===== config.mk =====
export PLATFORM = sky130hd
export DESIGN_NAME = relu_arbiter
export DESIGN_NICKNAME = d
export VERILOG_FILES = /design/src/rtl/relu_pkg.sv /design/src/rtl/rr_arbiter.sv /design/src/rtl/relu_arbiter.sv
export SDC_FILE = /design/constraint.sdc
export NUM_CORES = 1
export LEC_CHECK = 0
export ABC_AREA = 1
export CAP_MARGIN = 20
export CORE_AREA = 2 2 134 136
export DETAILED_ROUTE_END_ITERATION = 6
export DIE_AREA = 0 0 136 138
export GPL_TIMING_DRIVEN = 0
export HOLD_SLACK_MARGIN = 0.08
export MAX_ROUTING_LAYER = met4
export PLACE_DENSITY = 0.76
export SLEW_MARGIN = 20
export SYNTH_ARGS = -nofsm -noshare
export SYNTH_HDL_FRONTEND = slang
export SYNTH_SLANG_ARGS = --single-unit

===== constraint.sdc =====
create_clock -name clk -period 2.65 [get_ports clk]
set_input_delay 0.53 -clock clk [delete_from_list [all_inputs] [get_ports clk]]
set_output_delay 0.53 -clock clk [all_outputs]
set_load 0.02 [all_outputs]

===== src/rtl/relu_pkg.sv =====
// Shared constants and state encoding for the RELU lane arbiter.
package relu_pkg;

  localparam int NREQ_DEF     = 4;
  localparam int DW_DEF       = 32;
  localparam int CNT_W_DEF    = 10;
  localparam int RELU_LAT_DEF = 1;
  localparam int LANE_W_DEF   = (NREQ_DEF > 1) ? $clog2(NREQ_DEF) : 1;

  typedef enum logic [1:0] {
    ST_IDLE  = 2'd0,
    ST_RUN   = 2'd1,
    ST_DRAIN = 2'd2,
    ST_DONE  = 2'd3
  } relu_state_e;

  function automatic int lane_w(input int n);
    return (n > 1) ? $clog2(n) : 1;
  endfunction

endpackage


===== src/rtl/rr_arbiter.sv =====
// Round-robin one-hot arbiter: lowest requesting index at or after ptr wins, wrapping.
module rr_arbiter #(
  parameter int NREQ  = 4,
  parameter int IDX_W = 2
) (
  input  logic [NREQ-1:0]  req,
  input  logic [IDX_W-1:0] ptr,
  input  logic             enable,
  output logic [NREQ-1:0]  gnt,
  output logic [IDX_W-1:0] idx
);

  int               lane;
  logic [IDX_W-1:0] lane_idx;
  logic             found;

  always_comb begin
    gnt      = '0;
    idx      = '0;
    lane     = 0;
    lane_idx = '0;
    found    = 1'b0;
    if (enable) begin
      for (int k = 0; k < NREQ; k++) begin
        lane     = (int'(ptr) + k) % NREQ;
        lane_idx = IDX_W'(lane);
        if (!found && req[lane_idx]) begin
          found         = 1'b1;
          gnt[lane_idx] = 1'b1;
          idx           = lane_idx;
        end
      end
    end
  end

endmodule


===== src/rtl/relu_arbiter.sv =====
// Shares one RELU unit among NREQ neuron lanes for a layer of layer_len operands,
// routing each result back to its owning lane via a tag pipe matched to RELU latency.
module relu_arbiter
  import relu_pkg::*;
#(
  parameter int NREQ     = NREQ_DEF,
  parameter int DW       = DW_DEF,
  parameter int CNT_W    = CNT_W_DEF,
  parameter int RELU_LAT = RELU_LAT_DEF
) (
  input  logic               clk,
  input  logic               rst_n,
  input  logic               start,
  input  logic [CNT_W-1:0]   layer_len,
  input  logic [NREQ-1:0]    req,
  input  logic [NREQ*DW-1:0] req_data,
  output logic [NREQ-1:0]    gnt,
  output logic [DW-1:0]      relu_a_in,
  output logic               relu_a_val,
  input  logic [DW-1:0]      relu_y_out,
  input  logic               relu_y_val,
  output logic [DW-1:0]      res_data,
  output logic [NREQ-1:0]    res_val,
  output logic               busy,
  output logic               layer_done,
  output logic               err
);

  localparam int IDX_W = lane_w(NREQ);

  relu_state_e      state, state_nxt;
  logic [IDX_W-1:0] ptr;
  logic [CNT_W-1:0] len_q, issued, retired;

  logic [NREQ-1:0]  gnt_p0;
  logic [IDX_W-1:0] idx_p0;
  logic [DW-1:0]    data_p0;
  logic             xfer_p0, last_issue_p0;

  logic             vld_p1;
  logic [IDX_W-1:0] tag_p1;
  logic [DW-1:0]    data_p1;

  logic             tag_vld_sr [RELU_LAT];
  logic [IDX_W-1:0] tag_sr     [RELU_LAT];
  logic             retire, orphan, last_retire;

  function automatic logic [NREQ-1:0] lane_onehot(input logic [IDX_W-1:0] i);
    lane_onehot    = '0;
    lane_onehot[i] = 1'b1;
  endfunction

  // p0: arbitration and operand select
  rr_arbiter #(.NREQ(NREQ), .IDX_W(IDX_W)) u_rr (
    .req    (req),
    .ptr    (ptr),
    .enable (state == ST_RUN),
    .gnt    (gnt_p0),
    .idx    (idx_p0)
  );

  assign gnt           = gnt_p0;
  assign xfer_p0       = |(req & gnt_p0);
  assign data_p0       = req_data[int'(idx_p0)*DW +: DW];
  assign last_issue_p0 = xfer_p0 && ((issued + 1'b1) == len_q);

  // A result only counts when the tag pipe says an operand is due now.
  assign retire      = relu_y_val && tag_vld_sr[RELU_LAT-1];
  assign orphan      = relu_y_val && !tag_vld_sr[RELU_LAT-1];
  assign last_retire = retire && ((retired + 1'b1) == len_q);

  always_comb begin
    state_nxt = state;
    case (state)
      ST_IDLE:  if (start) state_nxt = (layer_len == '0) ? ST_DONE : ST_RUN;
      ST_RUN:   if (last_issue_p0) state_nxt = ST_DRAIN;
      ST_DRAIN: if (last_retire) state_nxt = ST_DONE;
      ST_DONE:  state_nxt = ST_IDLE;
      default:  state_nxt = ST_IDLE;
    endcase
  end

  assign busy       = (state != ST_IDLE);
  assign relu_a_val = vld_p1;
  assign relu_a_in  = data_p1;

  always_ff @(posedge clk or negedge rst_n) begin
    if (!rst_n) begin
      state      <= ST_IDLE;
      ptr        <= '0;
      len_q      <= '0;
      issued     <= '0;
      retired    <= '0;
      vld_p1     <= 1'b0;
      tag_p1     <= '0;
      data_p1    <= '0;
      res_val    <= '0;
      res_data   <= '0;
      layer_done <= 1'b0;
      err        <= 1'b0;
      for (int k = 0; k < RELU_LAT; k++) begin
        tag_vld_sr[k] <= 1'b0;
        tag_sr[k]     <= '0;
      end
    end else begin
      state      <= state_nxt;
      layer_done <= (state == ST_DONE);
      err        <= err | orphan;

      if (state == ST_IDLE && start) begin
        len_q   <= layer_len;
        issued  <= '0;
        retired <= '0;
      end else begin
        if (xfer_p0 && issued != len_q) issued <= issued + 1'b1;
        if (retire && retired != len_q) retired <= retired + 1'b1;
      end

      if (xfer_p0) ptr <= (int'(idx_p0) == NREQ-1) ? '0 : idx_p0 + 1'b1;

      // p1: operand register toward the RELU
      vld_p1 <= xfer_p0;
      if (xfer_p0) begin
        tag_p1  <= idx_p0;
        data_p1 <= data_p0;
      end

      tag_vld_sr[0] <= vld_p1;
      tag_sr[0]     <= tag_p1;
      for (int k = 1; k < RELU_LAT; k++) begin
        tag_vld_sr[k] <= tag_vld_sr[k-1];
        tag_sr[k]     <= tag_sr[k-1];
      end

      // p2: result broadcast with owner one-hot
      res_val <= retire ? lane_onehot(tag_sr[RELU_LAT-1]) : '0;
      if (retire) res_data <= relu_y_out;
    end
  end

endmodule


==> run summary <==
CTS saw 110 sinks. From synthesis to final layout, the design area changed by 47.0%. The final number of max-transition violations is 0, and the vertical die dimension is 138 um. IR analysis of the VDD net gives a maximum drop of 0.000726 V. The switching portion of total power is 46.6%. The tools report the worst setup slack after layout as 0.0942 ns. The DRC violation total after the first TritonRoute iteration is 297. The number of nets with antenna violations after detailed routing came out at 0. Cells fill 58.3% of the core in the end. The overall global routing resource usage was 23.4%; the share of Yosys cell area claimed by the top area cell type was 39.6%. For the row count, the log shows 49. Setup repair after global routing could not meet its margin everywhere.

The total number of H-tree levels came out at 3. After synthesis, the largest family of logic cells by area is simple AND/OR/NAND/NOR gates. Once the floorplan was initialized, standard cells occupied 39.7% of the core. Routability-driven placement finished with a final weighted congestion of 0.909.

The net switching power figure was 5.58 mW. The register-to-register setup slack was 0.14 ns; the net count of the finished layout was 1326. The actual slew at the worst max-slew pin works out to 0.526 ns. STA puts the critical path data arrival time at 2.03 ns.

The worst reg2reg path depth is 17, and the share of total power in sequential cells is 23.7%. The total internal power came out at 6.39 mW. The adder-cell area share of the yosys netlist was 2.88%; the number of hold violations in the final report was 0.

Library cell used as clock root buffer: sky130_fd_sc_hd__clkbuf_16. In this run the horizontal extent of the chip is 136 um. The library cells used most frequently in the layout, excluding fill and tap cells, are sky130_fd_sc_hd__nand2_1 (318), sky130_fd_sc_hd__clkdlybuf4s50_1 (244), sky130_fd_sc_hd__dfrtp_1 (108). The run gives 1051 as the synthesized netlist net count. Once placement completed, the tool counted placed cells totaling 1340. The netlist uses 40 different library cells. TritonCTS built the clock tree. For this run, the register share of the synthesized area comes to 39.6%. The setup clock skew after layout is 0.0116 ns, and the post-route setup TNS is 0 ns. The tools report the post-synth design cell area as 0.00696 mm^2. The run finished with clean final reports. Summing over every cut layer, the via total after detailed routing is 6717. The top achievable clock speed was 391 MHz.

Clock period minus final worst setup slack: 2.56 ns. After Yosys synthesis, XOR and XNOR cells account for 5.29% of the synthesized area. By area the synthesized netlist is led by sky130_fd_sc_hd__dfrtp_1 (40%), sky130_fd_sc_hd__nand2_1 (17%), sky130_fd_sc_hd__o211ai_2 (7.4%).

Detailed placement ended at an HPWL of 16400 um. The die footprint was 0.0188 mm^2. For this design the ratio of total power to cell area is 1170 mW/mm^2. The tightest min-delay check is of the in -> async type.

The finished layout holds 1366 standard cells, fillers aside. Hold repair after CTS inserted 0 buffers. The multiplexer share of the synthesized area is 0%, and the synthesized-area fraction occupied by ao, oa, aoi and oai cells is 13.5%. The final layout contains routed wiring with a total length of 21200 um.

For the top-level I/O count, the log shows 254. The later pin in the worst-skew pair is clocked with a latency of 0.35 ns. STA classifies the critical path startpoint as a flop.

The worst setup path is captured at an output pin. Dividing the detail-routed wire length by the instance count gives 15.5 um. The clock network accounts for 11.0% of the total power.

The required time of the critical path is 2.12 ns, and the post-route fraction of the period consumed by the critical path is 96.4%. The worst setup path is of the reg -> out kind. The reg-to-reg startpoint was ptr[1]. The number of warnings printed during yosys synthesis was 0.

Commonest non-fill, non-tap cell in the layout: sky130_fd_sc_hd__nand2_1. In this run the worst path has a maximum fanout of 5. The total DRC errors in the routed layout is 0, and the area inside the core boundary is 0.0175 mm^2.

The run gives 65.0% as the worst slew margin relative to its limit. Max-cap violations in this run came to 0. The global-route wire length before repair came out at 33700 um. Initial antenna violation count: 0. The synthesized netlist devotes 32.1% of its cell area to simple gates.

The clock passes through at most 2 buffers. Timing analysis after detailed placement gives a worst setup slack of -0.528 ns. The combinational fraction of design power is 65.3%, and the final number of setup-violating endpoints is 0. Cell accounting for the most synthesized area: sky130_fd_sc_hd__dfrtp_1. The synthesized area divided by synthesized cell count is 8.12 um^2, and the count of buffers from port buffering is 253.

The first detailed-routing pass took 4 iterations. Entering global routing, the biggest net connects 61 pins. The cell count after synthesis came out at 857.

The leakage power summed over all cells was 4.73 nW. The post-route netlist has 13.3% of its cells at a drive strength greater than 1. In this run the critical register-to-register path is captured at ptr[1]. The number of antenna diodes in the final layout is 0. Clock-pin slew was measured on the worst setup and hold paths at 0.08 ns.

For the via count of the first global-routing pass, the log shows 6600. The total congestion overflow after global routing is 0. After synthesis the netlist holds a flip-flop and latch count of 110. The total CTS buffers is 9, and the average via count per standard cell is 4.92.
## sequential cells by signal (all words and copies together), names as in the netlist
| signal | cells |
|---|---|
| relu_a_in | 32 |
| relu_a_val | 1 |
| res_data | 32 |
| issued | 10 |
| retired | 10 |
| tag_sr | 2 |
| ptr | 2 |
| len_q | 10 |
| res_val | 4 |
| state | 2 |
| layer_done | 1 |
| tag_p1 | 2 |
| err | 1 |
| tag_vld_sr | 1 |
## metrics by stage
stage | hold WS, ns | area [um^2] | total power, mW
finish | 0.125 | 10200 | 12.0
global route | 0.168 | 10200 | 12.9
CTS | 0.142 | 10200 | 11.9
detailed placement | 0.360 | 9810 | 10.4
global placement | 0.358 | 9780 | 10.2
floorplan | 0.234 | 6960 | 7.74
## cells in the mapped netlist
cell type                  number
sky130_fd_sc_hd__xnor2_1       17
sky130_fd_sc_hd__nor2_2         3
sky130_fd_sc_hd__o21ai_0       20
sky130_fd_sc_hd__buf_4          2
sky130_fd_sc_hd__a21boi_0       4
sky130_fd_sc_hd__inv_1         42
sky130_fd_sc_hd__o211ai_2      41
sky130_fd_sc_hd__nor3b_1        1
sky130_fd_sc_hd__dfrtp_1      110
sky130_fd_sc_hd__buf_6         14
sky130_fd_sc_hd__o22ai_1        3
sky130_fd_sc_hd__nor4_1         3
sky130_fd_sc_hd__nand2_2        5
sky130_fd_sc_hd__inv_2          4
sky130_fd_sc_hd__nand3_4        2
sky130_fd_sc_hd__nand3_2        1
sky130_fd_sc_hd__nor2_1        20
sky130_fd_sc_hd__clkbuf_2       1
sky130_fd_sc_hd__nor2_8         1
sky130_fd_sc_hd__o21a_1         2
sky130_fd_sc_hd__buf_2         10
sky130_fd_sc_hd__o211ai_1      23
sky130_fd_sc_hd__o21ai_1        3
sky130_fd_sc_hd__nor3_1        10
sky130_fd_sc_hd__buf_1          4
sky130_fd_sc_hd__clkbuf_1      12
sky130_fd_sc_hd__nand2_1      319
sky130_fd_sc_hd__or2_2         17
sky130_fd_sc_hd__nand2_8        1
sky130_fd_sc_hd__or2_0          9
sky130_fd_sc_hd__or2_1         41
sky130_fd_sc_hd__nand3_1       39
sky130_fd_sc_hd__a21oi_1       13
sky130_fd_sc_hd__nand4_2        1
sky130_fd_sc_hd__clkinv_2       1
sky130_fd_sc_hd__ha_1          16
sky130_fd_sc_hd__nand2_4        5
sky130_fd_sc_hd__o21bai_1       1
sky130_fd_sc_hd__xor2_1        25
sky130_fd_sc_hd__nand4_1       11
## critical path: stages, from the launching register on
cell and delay [ns]:
sky130_fd_sc_hd__dfrtp_2 0.39, sky130_fd_sc_hd__clkinvlp_4 0.12, sky130_fd_sc_hd__ha_4 0.30, sky130_fd_sc_hd__inv_2 0.05
sky130_fd_sc_hd__nand3_1 0.08, sky130_fd_sc_hd__nand2_2 0.08, sky130_fd_sc_hd__nor2_4 0.16, sky130_fd_sc_hd__buf_4 0.13
sky130_fd_sc_hd__a21oi_1 0.05, sky130_fd_sc_hd__nand3_1 0.09, sky130_fd_sc_hd__nand2_1 0.06, sky130_fd_sc_hd__inv_1 0.06
sky130_fd_sc_hd__buf_6 0.11
## power by group through the flow
stage          clock network [mW]  logic [mW]  registers [mW]
4_1_cts                      1.35        7.70            2.84
3_3_place_gp                    0        7.37            2.86
3_5_place_dp                    0        7.53            2.86
6_report                     1.31        7.82            2.84
5_1_grt                      1.42        8.56            2.91
2_1_floorplan                   0        4.37            3.37
## layout make-up
class | instances | area, um^2
inverter | 47 | 190
fill | 1660 | 7300
timing repair buffer | 264 | 2620
clock inverter | 7 | 53.8
buffer | 43 | 312
clock buffer | 9 | 225
sequential | 110 | 2760
tap | 229 | 287
multi-input combinational | 657 | 3780
## worst max-delay path by stage
| stage | from | endpoint | slack, ns | depth (start not counted) |
|---|---|---|---|---|
| after global placement | rst_n | relu_a_in[27] | -3.40 | 1 |
| after CTS | ptr[0] | gnt[1] | 0.004 | 13 |
| after detailed placement | ptr[1] | gnt[3] | -0.53 | 11 |
| final | ptr[1] | gnt[2] | 0.09 | 12 |
| after floorplan | ptr[1] | ptr[1] | 0.12 | 16 |
| after global routing | ptr[1] | gnt[2] | -0.02 | 12 |
## repair_timing
| item | 4_1_cts | 5_1_grt |
|---|---|---|
| buffers inserted | 5 | 5 |
| resized for setup | 28 | 22 |
| pin swaps | 3 | 3 |
| endpoints found under the setup margin | 53 | 27 |
## kinds of logic (layout without fill, tap and decap cells)
| family | count (synthesis) | after routing |
|---|---|---|
| buf+inv | 90 | 370 |
| xor+xnor | 42 | 42 |
| compound gates | 110 | 110 |
| fa+ha+maj | 16 | 16 |
| flops | 110 | 110 |
| simple gates | 489 | 489 |
## metal layers
| layer | vias to the layer above | GRT usage (%) | share of wire (%) |
|---|---|---|---|
| met4 | 0 | 7.57 | 2.5 |
| li1 | 3330 | - | - |
| met3 | 38 | 5.21 | 6.7 |
| met5 | - | - | 0 |
| met2 | 229 | 38.8 | 49 |
| met1 | 3120 | 28.1 | 42 |
Power figures use the tool's default switching activity.
==> RTL change 1, RTL diff (same flow settings) <==
Change the package constant `DW_DEF` from 32 to 16.
--- a/src/rtl/relu_pkg.sv
+++ b/src/rtl/relu_pkg.sv
@@ -4,3 +4,3 @@
   localparam int NREQ_DEF     = 4;
-  localparam int DW_DEF       = 32;
+  localparam int DW_DEF       = 16;
   localparam int CNT_W_DEF    = 10;
Interface: changed (resized relu_a_in, relu_y_out, req_data and res_data); port bits go from 254 to 142. No check against the original RTL was run, so the function may have changed too.
==> RTL change 1 against the unedited design <==
  * Sequential power is 31% lower
  * Wire length is 32% lower
  * Global-route usage is 7.6 points lower
  * Synthesized area is 28% lower
  * Final cell count is 21% lower
  * Final area is 28% lower
  * Total power is 26% lower
  * Sequential cell count is 32 lower
  * Worst setup slack worse by 0.066 ns
  * Critical endpoint is now gnt[1]
  * Largest cell class unchanged
==> RTL change 1: results (changes against the unedited design) <==
----------------------------------------------------
[Place]
  Port bufs ... 141 (was 253)
  Placed cell count ... 1038 (was 1340)
  Minimum setup slack after placement ... -0.534 ns (was -0.528 ns)
  Final Wtd Congestion ... 0.863 (was 0.909)
  Detailed placer's ending HPWL ... 10.4 mm (was 16.4 mm)
  Cell area after placement ... 6740 um^2 (was 9810 um^2)

[GRT]
  Routing usage on met1 ... 0.189 (was 0.281)
  Pin count of the biggest net entering global routing ... 41 (was 61)
  GRT Resource Usage Total ... 0.158 (was 0.234)
  Vias in the first global route ... 4805 (was 6600)
  Met3 track demand over resource in global routing ... 0.0370 (was 0.0521)
  Global-route wire length before repair ... 23.1 mm (was 33.7 mm)

[Logic synthesis]
  Ranking of synthesized cells by instance count ... nand2_1 (260), dfrtp_1 (78), nand3_1 (65) (was nand2_1 (319), dfrtp_1 (110), inv_1 (42))
  Post-synth top area share ... 0.388 (was 0.396)
  Synthesized-area fraction occupied by ao, oa, aoi and oai cells ... 0.0617 (was 0.135)
  Share of synthesized cell area in full adder, half adder and majority cells ... 0.0398 (was 0.0288)
  Post-synthesis sequential area ratio ... 0.388 (was 0.396)
  Post-synthesis share of cell area spent on xor and xnor gates ... 0.0714 (was 0.0529)
  Net count after synthesis ... 781 (was 1051)
  Cell count after synthesis ... 667 (was 857)

[Power]
  Max rail drop VDD ... 0.656 mV (was 0.726 mV)
  Leak Pwr ... 0.00350 uW (was 0.00473 uW)
  NetSw ... 3970 uW (was 5580 uW)
  Combinational cell power ... 5370 uW (was 7820 uW)
  Power density over the cells ... 1200 nW/um^2 (was 1170 nW/um^2)

[Layout]
  Filler cell count ... 1776 (was 1660)
  Fraction of layout instances using a drive strength above 1 ... 0.141 (was 0.133)
  Final net count ... 954 (was 1326)

[Critical path]
  Termination of the worst setup path ... gnt[1] (was gnt[2])
  Startpoint of the worst setup timing path ... ptr[0] (was ptr[1])
  Register-to-register setup slack ... 0.08 ns (was 0.14 ns)

[Timing]
  Post-route clock skew ... 0.00819 ns (was 0.0116 ns)
  F_max ... 381 MHz (was 391 MHz)
  Worst hold slack ... 0.164 ns (was 0.125 ns)
  Slew at the pin with the worst max-slew slack ... 0.580 ns (was 0.526 ns)

[Routing]
  Total Routed Length ... 14.4 mm (was 21.2 mm)
  Total length of routed met3 wires ... 855 um (was 1.41 mm)
  Routed length on met2 ... 7.09 mm (was 10.4 mm)
  Total via count in the routed design ... 4921 (was 6717)

[Status]
  Status ... finished clean (unchanged)

[CTS]
  CTS clk-pin slew, worst paths ... 0.06 ns (was 0.08 ns)

----------------------------------------------------
RTL change 1: worst max-delay path: stages, from the launching register on:
cell and delay (ns):
dfrtp_2 0.38, buf_6 0.13, clkinv_8 0.06, ha_4 0.30
inv_4 0.05, nand3_2 0.05, nand2_2 0.06, nor2_4 0.13
buf_6 0.16, nand3_2 0.08, nand3_2 0.10, nand2_1 0.06
inv_1 0.07, buf_6 0.11
RTL change 1: timing repair:
action | 4_1_cts | 5_1_grt
setup endpoints to repair | 36 | 13
pin swaps | 1 | 13
buffers inserted | 8 | 12
resized for setup | 35 | 23
RTL change 1: cell type report:
cell class | instances | area, um^2 | share of cell area
Multi-Input combinational cell | 517 | 2820 | 0.383
Sequential cell | 78 | 1950 | 0.266
Timing Repair Buffer | 162 | 1580 | 0.215
Tap cell | 229 | 287 | 0.0390
Clock buffer | 11 | 243 | 0.0330
Inverter | 49 | 201 | 0.0274
Buffer | 23 | 161 | 0.0219
Clock inverter | 5 | 106 | 0.0145
==> RTL change 2, RTL diff (config.mk and constraints unchanged) <==
Without the edit above. `res_val` no longer has a reset.
--- a/src/rtl/relu_arbiter.sv
+++ b/src/rtl/relu_arbiter.sv
@@ -96,3 +96,2 @@
       data_p1    <= '0;
-      res_val    <= '0;
       res_data   <= '0;
@@ -135,3 +134,2 @@
       // p2: result broadcast with owner one-hot
-      res_val <= retire ? lane_onehot(tag_sr[RELU_LAT-1]) : '0;
       if (retire) res_data <= relu_y_out;
@@ -140,2 +138,6 @@
 
+  always_ff @(posedge clk) begin
+    res_val <= retire ? lane_onehot(tag_sr[RELU_LAT-1]) : '0;
+  end
+
 endmodule
Behaviour: no difference found for any inputs over 4 cycles, from zero or initial values and one cycle with rst_n low; that may be too few to reach the edited logic, so the function may still have changed.
==> RTL change 2 against the unedited design <==
  * Synthesized area shrank 4.2%
  * Total power is 1.4% lower
  * Worst setup slack got worse by 0.030 ns
  * Count of clock-buffer cells in the layout grew 1
  * Wire length decreased by 2.5%
  * Sequential share of layout area grew 0.21 points
  * Maximum frequency fell by 1.2%
  * Non-clock buffer count did not move
  * Sequential cell count did not move
  * Final area is 1.5% lower
  * Via count is 2.1% lower
==> RTL change 2: results (changes against the unedited design) <==
----------------------------------------------------
[Logic synthesis]
  Share of synthesized cell area in full adder, half adder and majority cells ... 0.0300 (was 0.0288)
  Post-synthesis share of cell area spent on xor and xnor gates ... 0.0578 (was 0.0529)
  Mapped Area ... 6670 um^2 (was 6960 um^2)
  Post-synthesis sequential area ratio ... 0.410 (was 0.396)
  Net count after synthesis ... 1045 (was 1051)
  Post-synthesis async set-or-reset flop share ... 0.964 (was 1.00)
  Leading post-synthesis cells by cell area ... dfrtp_1 (40%), nand2_1 (18%), o211ai_1 (7.2%) (was dfrtp_1 (40%), nand2_1 (17%), o211ai_2 (7.4%))
  Synthesized-area fraction occupied by ao, oa, aoi and oai cells ... 0.111 (was 0.135)
  Count of unique library cells instantiated by Yosys ... 41 (was 40)

[Power]
  Leak Pwr ... 0.00458 uW (was 0.00473 uW)
  Max rail drop VDD ... 0.601 mV (was 0.726 mV)

[Status]
  Status ... finished clean (unchanged)

[Routing]
  Total Routed Length ... 20.6 mm (was 21.2 mm)
  Starting DRT DRC Count ... 253 (was 297)
  Vias per Instance ... 4.82 (was 4.92)

[Place]
  Cell area after placement ... 9510 um^2 (was 9810 um^2)
  Minimum setup slack after placement ... -0.568 ns (was -0.528 ns)
  Detailed placer's ending HPWL ... 15.9 mm (was 16.4 mm)
  Placed cell count ... 1334 (was 1340)
  Final Wtd Congestion ... 0.977 (was 0.909)

[Critical path]
  Cell depth of the worst flop-to-flop path ... 18 (was 17)
  Signal arrival time at the worst endpoint ... 2.06 ns (was 2.03 ns)
  Register-to-register setup slack ... 0.12 ns (was 0.14 ns)
  Termination of the worst setup path ... gnt[3] (was gnt[2])

[Timing]
  Minimum clock period ... 2.59 ns (was 2.56 ns)
  Slew at the pin with the worst max-slew slack ... 0.581 ns (was 0.526 ns)
  Worst hold slack ... 0.380 ns (was 0.125 ns)
  Post-route clock skew ... 0.0141 ns (was 0.0116 ns)

[Layout]
  Antenna cells ... 3 (was 0)
  Count of non-filler cells in the finished layout ... 1364 (was 1366)
  Fraction of layout instances using a drive strength above 1 ... 0.102 (was 0.133)
  Multi-input gate share of total cell area ... 0.356 (was 0.370)
  Clock buffer count in the final layout ... 10 (was 9)
  Filler cell count ... 1605 (was 1660)
  Layout sequential cell count ... 110 (unchanged)
  Relative area of non-clock buffer cells in the final design ... 0.296 (was 0.287)
  Design area ... 10100 um^2 (was 10200 um^2)
  Share of cell area taken by flip-flops and latches ... 0.271 (was 0.269)
  Final-layout clock-cell area share ... 0.0276 (was 0.0273)

[GRT]
  Global-route wire length before repair ... 32.9 mm (was 33.7 mm)
  GRT Resource Usage Total ... 0.228 (was 0.234)
  Vias in the first global route ... 6482 (was 6600)

[Min path]
  Class of the worst hold path ... reg -> reg (was in -> async)

----------------------------------------------------
==> RTL change 2: cell types whose count changed after synthesis, moves of 3 or more <==
cell	delta
o211ai_1	+41
dfrtp_1	-4
nand2_4	-3
buf_2	-3
dfxtp_1	+4
nand2_1	-3
o211ai_2	-41
clkbuf_1	+4
==> RTL change 2: power groups by stage <==
stage | Combinational (uW) | Clock, uW | Sequential (uW)
after floorplan | 4010 | 0 | 3400
after global placement | 7010 | 0 | 2870
after detailed placement | 7100 | 0 | 2870
after CTS | 7310 | 1340 | 2840
after global routing | 8400 | 1420 | 2920
final | 7660 | 1310 | 2840
==> RTL change 2: what timing repair did <==
action	4_1_cts	5_1_grt
pin swaps	2	28
gates cloned	0	1
hold buffers	1	0
resized for setup	33	40
setup buffers	4	6
endpoints found under the hold margin	29	0
setup endpoints to repair	51	47
==> RTL change 2: routing by layer <==
metal  track usage  routed length [um]
met2         0.363                9990
met4        0.0850                 583
met5             -                   0
met1         0.278                8560
met3        0.0576                1500
